<file path="src/rtl/cp0_regs_pkg.sv">
// CP0 address map, register field positions and exception codes shared by
// the CP0 register file and its timer.
package cp0_regs_pkg;

  // {reg[4:0], sel[2:0]} decode addresses
  localparam logic [7:0] A_BADVADDR = {5'd8,  3'd0};
  localparam logic [7:0] A_COUNT    = {5'd9,  3'd0};
  localparam logic [7:0] A_COMPARE  = {5'd11, 3'd0};
  localparam logic [7:0] A_STATUS   = {5'd12, 3'd0};
  localparam logic [7:0] A_CAUSE    = {5'd13, 3'd0};
  localparam logic [7:0] A_EPC      = {5'd14, 3'd0};
  localparam logic [7:0] A_PRID     = {5'd15, 3'd0};
  localparam logic [7:0] A_CONFIG0  = {5'd16, 3'd0};
  localparam logic [7:0] A_CONFIG1  = {5'd16, 3'd1};

  localparam int ST_IE     = 0;
  localparam int ST_EXL    = 1;
  localparam int ST_IM_LO  = 8;
  localparam int ST_BEV    = 22;

  localparam int CA_EXC_LO = 2;
  localparam int CA_IP_LO  = 8;
  localparam int CA_TI     = 30;
  localparam int CA_BD     = 31;

  localparam logic [31:0] CONFIG0_VAL = 32'h8000_0003;

  typedef enum logic [4:0] {
    EXC_INT  = 5'd0,
    EXC_ADEL = 5'd4,
    EXC_ADES = 5'd5,
    EXC_SYS  = 5'd8,
    EXC_BP   = 5'd9,
    EXC_RI   = 5'd10,
    EXC_OV   = 5'd12
  } exc_code_e;

  typedef struct packed {
    logic       bev;
    logic [7:0] im;
    logic       exl;
    logic       ie;
  } status_t;

  localparam status_t STATUS_RST = '{bev: 1'b1, im: 8'h00, exl: 1'b0, ie: 1'b0};

  function automatic logic is_addr_exc(input logic [4:0] code);
    return (code == EXC_ADEL) || (code == EXC_ADES);
  endfunction

endpackage

</file>
<file path="src/rtl/cp0_timer.sv">
// Count/Compare timer: prescaled Count, Compare match latches TI until the
// next Compare write.
module cp0_timer
  import cp0_regs_pkg::*;
#(
  parameter int unsigned COUNT_DIV = 2
) (
  input  logic        clk,
  input  logic        reset,
  input  logic        count_wen,
  input  logic        compare_wen,
  input  logic [31:0] wdata,
  output logic [31:0] count,
  output logic [31:0] compare,
  output logic        ti
);

  localparam logic [3:0] DIV_LAST = 4'(COUNT_DIV - 1);

  logic [3:0]  div_cnt_q, div_cnt_d;
  logic [31:0] count_q, count_d;
  logic [31:0] compare_q, compare_d;
  logic        ti_q, ti_d;
  logic        tick;

  always_comb begin
    tick      = (div_cnt_q == DIV_LAST);
    div_cnt_d = tick ? 4'd0 : div_cnt_q + 4'd1;
    count_d   = tick ? count_q + 32'd1 : count_q;
    if (count_wen) begin
      count_d   = wdata;
      div_cnt_d = 4'd0;
    end

    compare_d = compare_wen ? wdata : compare_q;

    // A Compare write acknowledges the interrupt and beats a same-cycle match.
    ti_d = ti_q;
    if (compare_wen) begin
      ti_d = 1'b0;
    end else if (count_q == compare_q) begin
      ti_d = 1'b1;
    end
  end

  always_ff @(posedge clk) begin
    if (reset) begin
      div_cnt_q <= 4'd0;
      count_q   <= 32'd0;
      compare_q <= 32'hFFFF_FFFF;
      ti_q      <= 1'b0;
    end else begin
      div_cnt_q <= div_cnt_d;
      count_q   <= count_d;
      compare_q <= compare_d;
      ti_q      <= ti_d;
    end
  end

  assign count   = count_q;
  assign compare = compare_q;
  assign ti      = ti_q;

endmodule

</file>
<file path="src/rtl/cp0_regs.sv">
// MIPS32 CP0 register file: {reg,sel} decoded mtc0/mfc0, exception and eret
// commits, interrupt sampling and the timer interrupt.
module cp0_regs
  import cp0_regs_pkg::*;
#(
  parameter int unsigned COUNT_DIV   = 2,
  parameter int unsigned TIMER_EN    = 1,
  parameter int unsigned TIMER_IP    = 7,
  parameter int unsigned TLB_ENTRIES = 16,
  parameter logic [31:0] PRID        = 32'h0001_8003
) (
  input  logic        clk,
  input  logic        reset,
  input  logic [5:0]  ext_int,
  input  logic [7:0]  addr,
  input  logic        wen,
  input  logic [31:0] wdata,
  output logic [31:0] rdata,
  input  logic        exc_valid,
  input  logic        exc_eret,
  input  logic [4:0]  exc_excode,
  input  logic        exc_bd,
  input  logic [31:0] exc_epc,
  input  logic [31:0] exc_badvaddr,
  output logic [31:0] status,
  output logic [31:0] cause,
  output logic [31:0] epc,
  output logic        int_req
);

  localparam logic [5:0]  TIMER_MASK  = 6'(1) << (TIMER_IP - 2);
  localparam logic [31:0] CONFIG1_VAL = {1'b0, 6'(TLB_ENTRIES - 1), 3'd1, 3'd1, 3'd3,
                                         3'd1, 3'd1, 3'd3, 7'b0};

  status_t     status_q, status_d;
  logic        bd_q, bd_d;
  logic [4:0]  excode_q, excode_d;
  logic [7:0]  ip_q, ip_d;
  logic [31:0] epc_q, epc_d;
  logic [31:0] badvaddr_q, badvaddr_d;

  logic        mtc0_we;
  logic [5:0]  ip_hw;
  logic [31:0] count_val, compare_val;
  logic        ti;

  // An exception or eret in the same cycle swallows the mtc0 completely.
  assign mtc0_we = wen && !exc_valid;

  cp0_timer #(
    .COUNT_DIV (COUNT_DIV)
  ) u_timer (
    .clk         (clk),
    .reset       (reset),
    .count_wen   (mtc0_we && (addr == A_COUNT)),
    .compare_wen (mtc0_we && (addr == A_COMPARE)),
    .wdata       (wdata),
    .count       (count_val),
    .compare     (compare_val),
    .ti          (ti)
  );

  always_comb begin
    status_d   = status_q;
    bd_d       = bd_q;
    excode_d   = excode_q;
    epc_d      = epc_q;
    badvaddr_d = badvaddr_q;

    ip_hw = ext_int;
    if ((TIMER_EN != 0) && ti) begin
      ip_hw = ip_hw | TIMER_MASK;
    end
    ip_d = {ip_hw, ip_q[1:0]};

    if (mtc0_we) begin
      unique case (addr)
        A_STATUS: begin
          status_d.bev = wdata[ST_BEV];
          status_d.im  = wdata[ST_IM_LO +: 8];
          status_d.exl = wdata[ST_EXL];
          status_d.ie  = wdata[ST_IE];
        end
        A_CAUSE:  ip_d[1:0] = wdata[CA_IP_LO +: 2];
        A_EPC:    epc_d     = wdata;
        default:  ;
      endcase
    end

    if (exc_valid) begin
      if (exc_eret) begin
        status_d.exl = 1'b0;
      end else begin
        status_d.exl = 1'b1;
        // Nested exceptions keep the original return point and cause.
        if (!status_q.exl) begin
          epc_d    = exc_epc;
          bd_d     = exc_bd;
          excode_d = exc_excode;
        end
        if (is_addr_exc(exc_excode)) begin
          badvaddr_d = exc_badvaddr;
        end
      end
    end
  end

  always_ff @(posedge clk) begin
    if (reset) begin
      status_q   <= STATUS_RST;
      bd_q       <= 1'b0;
      excode_q   <= 5'd0;
      ip_q       <= 8'd0;
      epc_q      <= 32'd0;
      badvaddr_q <= 32'd0;
    end else begin
      status_q   <= status_d;
      bd_q       <= bd_d;
      excode_q   <= excode_d;
      ip_q       <= ip_d;
      epc_q      <= epc_d;
      badvaddr_q <= badvaddr_d;
    end
  end

  always_comb begin
    status                   = 32'd0;
    status[ST_BEV]           = status_q.bev;
    status[ST_IM_LO +: 8]    = status_q.im;
    status[ST_EXL]           = status_q.exl;
    status[ST_IE]            = status_q.ie;

    cause                    = 32'd0;
    cause[CA_BD]             = bd_q;
    cause[CA_TI]             = ti;
    cause[CA_IP_LO +: 8]     = ip_q;
    cause[CA_EXC_LO +: 5]    = excode_q;
  end

  assign epc     = epc_q;
  assign int_req = (|(ip_q & status_q.im)) && status_q.ie && !status_q.exl;

  always_comb begin
    rdata = 32'd0;
    unique case (addr)
      A_BADVADDR: rdata = badvaddr_q;
      A_COUNT:    rdata = count_val;
      A_COMPARE:  rdata = compare_val;
      A_STATUS:   rdata = status;
      A_CAUSE:    rdata = cause;
      A_EPC:      rdata = epc_q;
      A_PRID:     rdata = PRID;
      A_CONFIG0:  rdata = CONFIG0_VAL;
      A_CONFIG1:  rdata = CONFIG1_VAL;
      default:    rdata = 32'd0;
    endcase
  end

endmodule
</file>
<file path="config.mk">
export PLATFORM = sky130hd
export DESIGN_NAME = cp0_regs
export DESIGN_NICKNAME = d
export VERILOG_FILES = /design/src/rtl/cp0_regs_pkg.sv /design/src/rtl/cp0_timer.sv /design/src/rtl/cp0_regs.sv
export SDC_FILE = /design/constraint.sdc
export NUM_CORES = 1
export LEC_CHECK = 0
export ABC_AREA = 1
export BUFFER_PORTS_ARGS = -buffer_cell sky130_fd_sc_hd__buf_2
export CORE_UTILIZATION = 30
export CTS_BUF_LIST = sky130_fd_sc_hd__clkbuf_4 sky130_fd_sc_hd__clkbuf_8 sky130_fd_sc_hd__clkbuf_16
export CTS_CLUSTER_DIAMETER = 120
export CTS_CLUSTER_SIZE = 16
export DETAILED_ROUTE_END_ITERATION = 7
export PLACE_DENSITY = 0.51
export SETUP_SLACK_MARGIN = 0.3
export SLEW_MARGIN = 15
export SYNTH_ARGS = -nofsm -noshare
export SYNTH_HDL_FRONTEND = slang
export SYNTH_SLANG_ARGS = --single-unit
</file>
<file path="constraint.sdc">
create_clock -name clk -period 1.5 [get_ports clk]
set_input_delay 0.225 -clock clk [delete_from_list [all_inputs] [get_ports clk]]
set_output_delay 0.225 -clock clk [all_outputs]
set_load 0.1 [all_outputs]
</file>
==> results.sh <==
export IMPL_rsz0062_at_grt="true"
export IMPL_synth_edf_count=0
export IMPL_multiInputGateArea_sq_um=6820
export IMPL_maxSlewViolCount=0
export IMPL_nNetsFinal=1874
export IMPL_antenna_found_initial=1
export IMPL_critPathArrivalTime_ns=1.73
export IMPL_dr_pass1_iters=5
export IMPL_power_total_mw=11.5
export IMPL_maxCapViolCount=0
export IMPL_hold_start="exc_bd"
export IMPL_grt_start_max_net_pins=69
export IMPL_end_kind="primary output"
export IMPL_rows=63
export IMPL_numPortBuffers=211
export IMPL_wl_per_cell_um=19.2
export IMPL_synthArstFlopShare_pct=0
export IMPL_die_y_um=176
export IMPL_holdPathStages=3
export IMPL_register_area_sq_um=3460
export IMPL_p_per_area_nw_per_um2=685
export IMPL_drc_errors=0
export IMPL_grt_pass1_wl_um=60600
export IMPL_design_die_area_sq_um=30900
export IMPL_r2r_end="u_timer.count[9]"
export IMPL_cts_buffers=17
export IMPL_area_delta_synth_final_pct=85.6
export IMPL_leakage_nw=7.60
export IMPL_synth_area_sq_um=9070
export IMPL_clockBufferDepth=2
export IMPL_hold_viol_final=0
export IMPL_ant_nets=0
export IMPL_place_area_sq_um=12600
export IMPL_root_buffer="clkbuf_16"
export IMPL_ir_worst_vdd_uv=646
export IMPL_violations="setup timing"
export IMPL_pre_cts_ws_ns=-0.486
export IMPL_cts_tree="done"
export IMPL_synth_area_leaders="dfxtp_1 35%, nand2_1 15%, inv_1 6.5%"
export IMPL_hold_path_end="bd_q"
export IMPL_synth_ff_type="dfxtp_1"
export IMPL_htreeDepth=4
export IMPL_vias_per_cell=4.94
export IMPL_worstSetupStartpointType="input port"
export IMPL_yosysTopAreaCell="dfxtp_1"
export IMPL_die_w_um=176
export IMPL_period_share_pct=130
export IMPL_fin_cells=2153
export IMPL_io_pins=250
export IMPL_setup_violations=79
export IMPL_critPathKind="in -> out"
export IMPL_rrSetupSlack_ns=-0.09
export IMPL_drive_gt1_share_pct=52.1
export IMPL_gp_congestion=0.968
export IMPL_core_area_sq_um=29700
export IMPL_synth_distinct_cells=39
export IMPL_postLayoutCellArea_sq_um=16800
export IMPL_tns_ns=-15.91
export IMPL_clk_pin_slew_ns=0.07
export IMPL_final_fill_count=2587
export IMPL_status="finished, violations left"
export IMPL_hpwlAfterDp_um=30100
export IMPL_clock_skew_final_ns=0.0182
export IMPL_synthesis_instances=1374
export IMPL_avgSynthCellArea_sq_um=6.60
export IMPL_grt_pass1_vias=10075
export IMPL_start_util_pct=30.5
export IMPL_num_antenna_cells=0
export IMPL_holdCritPathClass="in -> reg"
export IMPL_critPathRequiredTime_ns=1.27
export IMPL_overflow=0
export IMPL_grtUsageTotal_pct=26.1
export IMPL_period_minus_slack_ns=1.95
export IMPL_dr_total_vias=10641
export IMPL_synthTopCellsByCount="360 x nand2_1, 158 x dfxtp_1, 157 x inv_1"
export IMPL_drt_wl_total_um=41300
export IMPL_yosysMostFrequentCell="nand2_1"
export IMPL_clk_latency_ns=0.45
export IMPL_r2r_start="u_timer.count[4]"
export IMPL_netlist_area_leader_share_pct=34.9
export IMPL_r2r_cells=12
export IMPL_ys_warnings_count=0
export IMPL_fin_ws_ns=-0.452
export IMPL_dr_first_iter_drc_count=793
export IMPL_fmax_mhz=512
export IMPL_critical_path_max_fanout=4
export IMPL_place_inst=2048
export IMPL_cts_sinks=158
export IMPL_synth_seq_cells=158
export IMPL_ys_seq_area_share_pct=34.9
[flip-flops by register name, summed over array words and instances (netlist names)]
register and flops:
status 11, u_timer.count 32, bd_q 1, excode_q 5
badvaddr_q 32, u_timer.compare 32, ip_q 8, epc 32
u_timer.div_cnt_q 4, u_timer.ti 1
[logic make-up (layout without fill, tap and decap cells)]
kind of cell	after synthesis	after routing	synth area share (%)
and+or+nand+nor	591	592	26.6
adders and majority gates	3	3	0.414
DFF	158	158	34.9
other	1	38	0.0414
AOI/OAI and AO/OA	304	304	19.6
buffers and inverters	274	625	14.4
xor gates and xnor gates	43	43	4.15
[timing repair]
action                     in CTS  in global routing
hold buffers                    7                  0
gates resized for setup       533                274
gates cloned                    6                  3
buffers inserted               25                 32
hold endpoints to repair        7                  0
setup endpoints to repair     174                185
pin swaps                      63                114
[power by group]
group	internal (mW)	switching (mW)	total (mW)
clock network	2.22	2.14	4.36
registers	4.24	0.192	4.43
logic	0.880	1.85	2.73
[worst max-delay path by stage]
stage | to | startpoint | slack, ns
2_1_floorplan | rdata[11] | addr[2] | -1.04
3_3_place_gp | rdata[10] | addr[2] | -0.47
3_5_place_dp | rdata[11] | addr[5] | -0.49
4_1_cts | rdata[11] | addr[5] | -0.43
5_1_grt | rdata[10] | addr[2] | -0.50
6_report | rdata[9] | addr[2] | -0.45
[critical path: stages]
cell and delay [ns]:
buf_8 0.10, or2_4 0.25, nor2_4 0.13, buf_6 0.14, nand2_8 0.07, buf_4 0.16, buf_16 0.13, o211ai_1 0.25
clkbuf_16 0.26
[cell usage in the layout (no fill, tap or decap), types with 10 or more instances in the layout]
cell       instances
o21ai_4           10
a21oi_2           28
buf_6             54
conb_1            38
nor2_4            35
dfxtp_4           74
buf_4            131
nand3_1           34
o211ai_1          35
xnor2_1           20
nand3_4           10
xnor2_2           13
inv_1            126
nand2_2           49
nor2_1            82
buf_12           107
nand3_2           18
o21ai_1           16
dfxtp_1           67
inv_4             14
nor2_2            20
o21bai_1          28
buf_2            114
nand2_4           58
a21oi_1           43
o21ai_0           59
a211oi_2          10
dfxtp_2           17
o21ai_2           35
inv_2             12
nand2_1          251
clkbuf_16         23
[per-stage QoR]
step	hold slack, ns	util [%]
floorplan	0.322	-
global placement	0.428	42.5
detailed placement	0.431	42.5
CTS	0.00800	51.9
global route	0.0165	56.6
finish	0.0132	56.6
[layer usage]
layer,GRT usage [%],vias to the layer above,wire length (um)
met1,36.1,5032,18200
li1,-,5122,-
met3,5.28,75,2830
met5,0,-,10
met4,8.37,2,1140
met2,40.4,410,19100
[final cells by class]
cell class	instances	share of cell area [%]
Tap cell	390	2.90
Clock inverter	15	0.877
Sequential cell	158	20.6
Timing Repair Buffer	432	28.4
Inverter	161	4.18
Multi-Input combinational cell	980	40.5
Clock buffer	17	2.53
(Power assumes the default switching activity.)
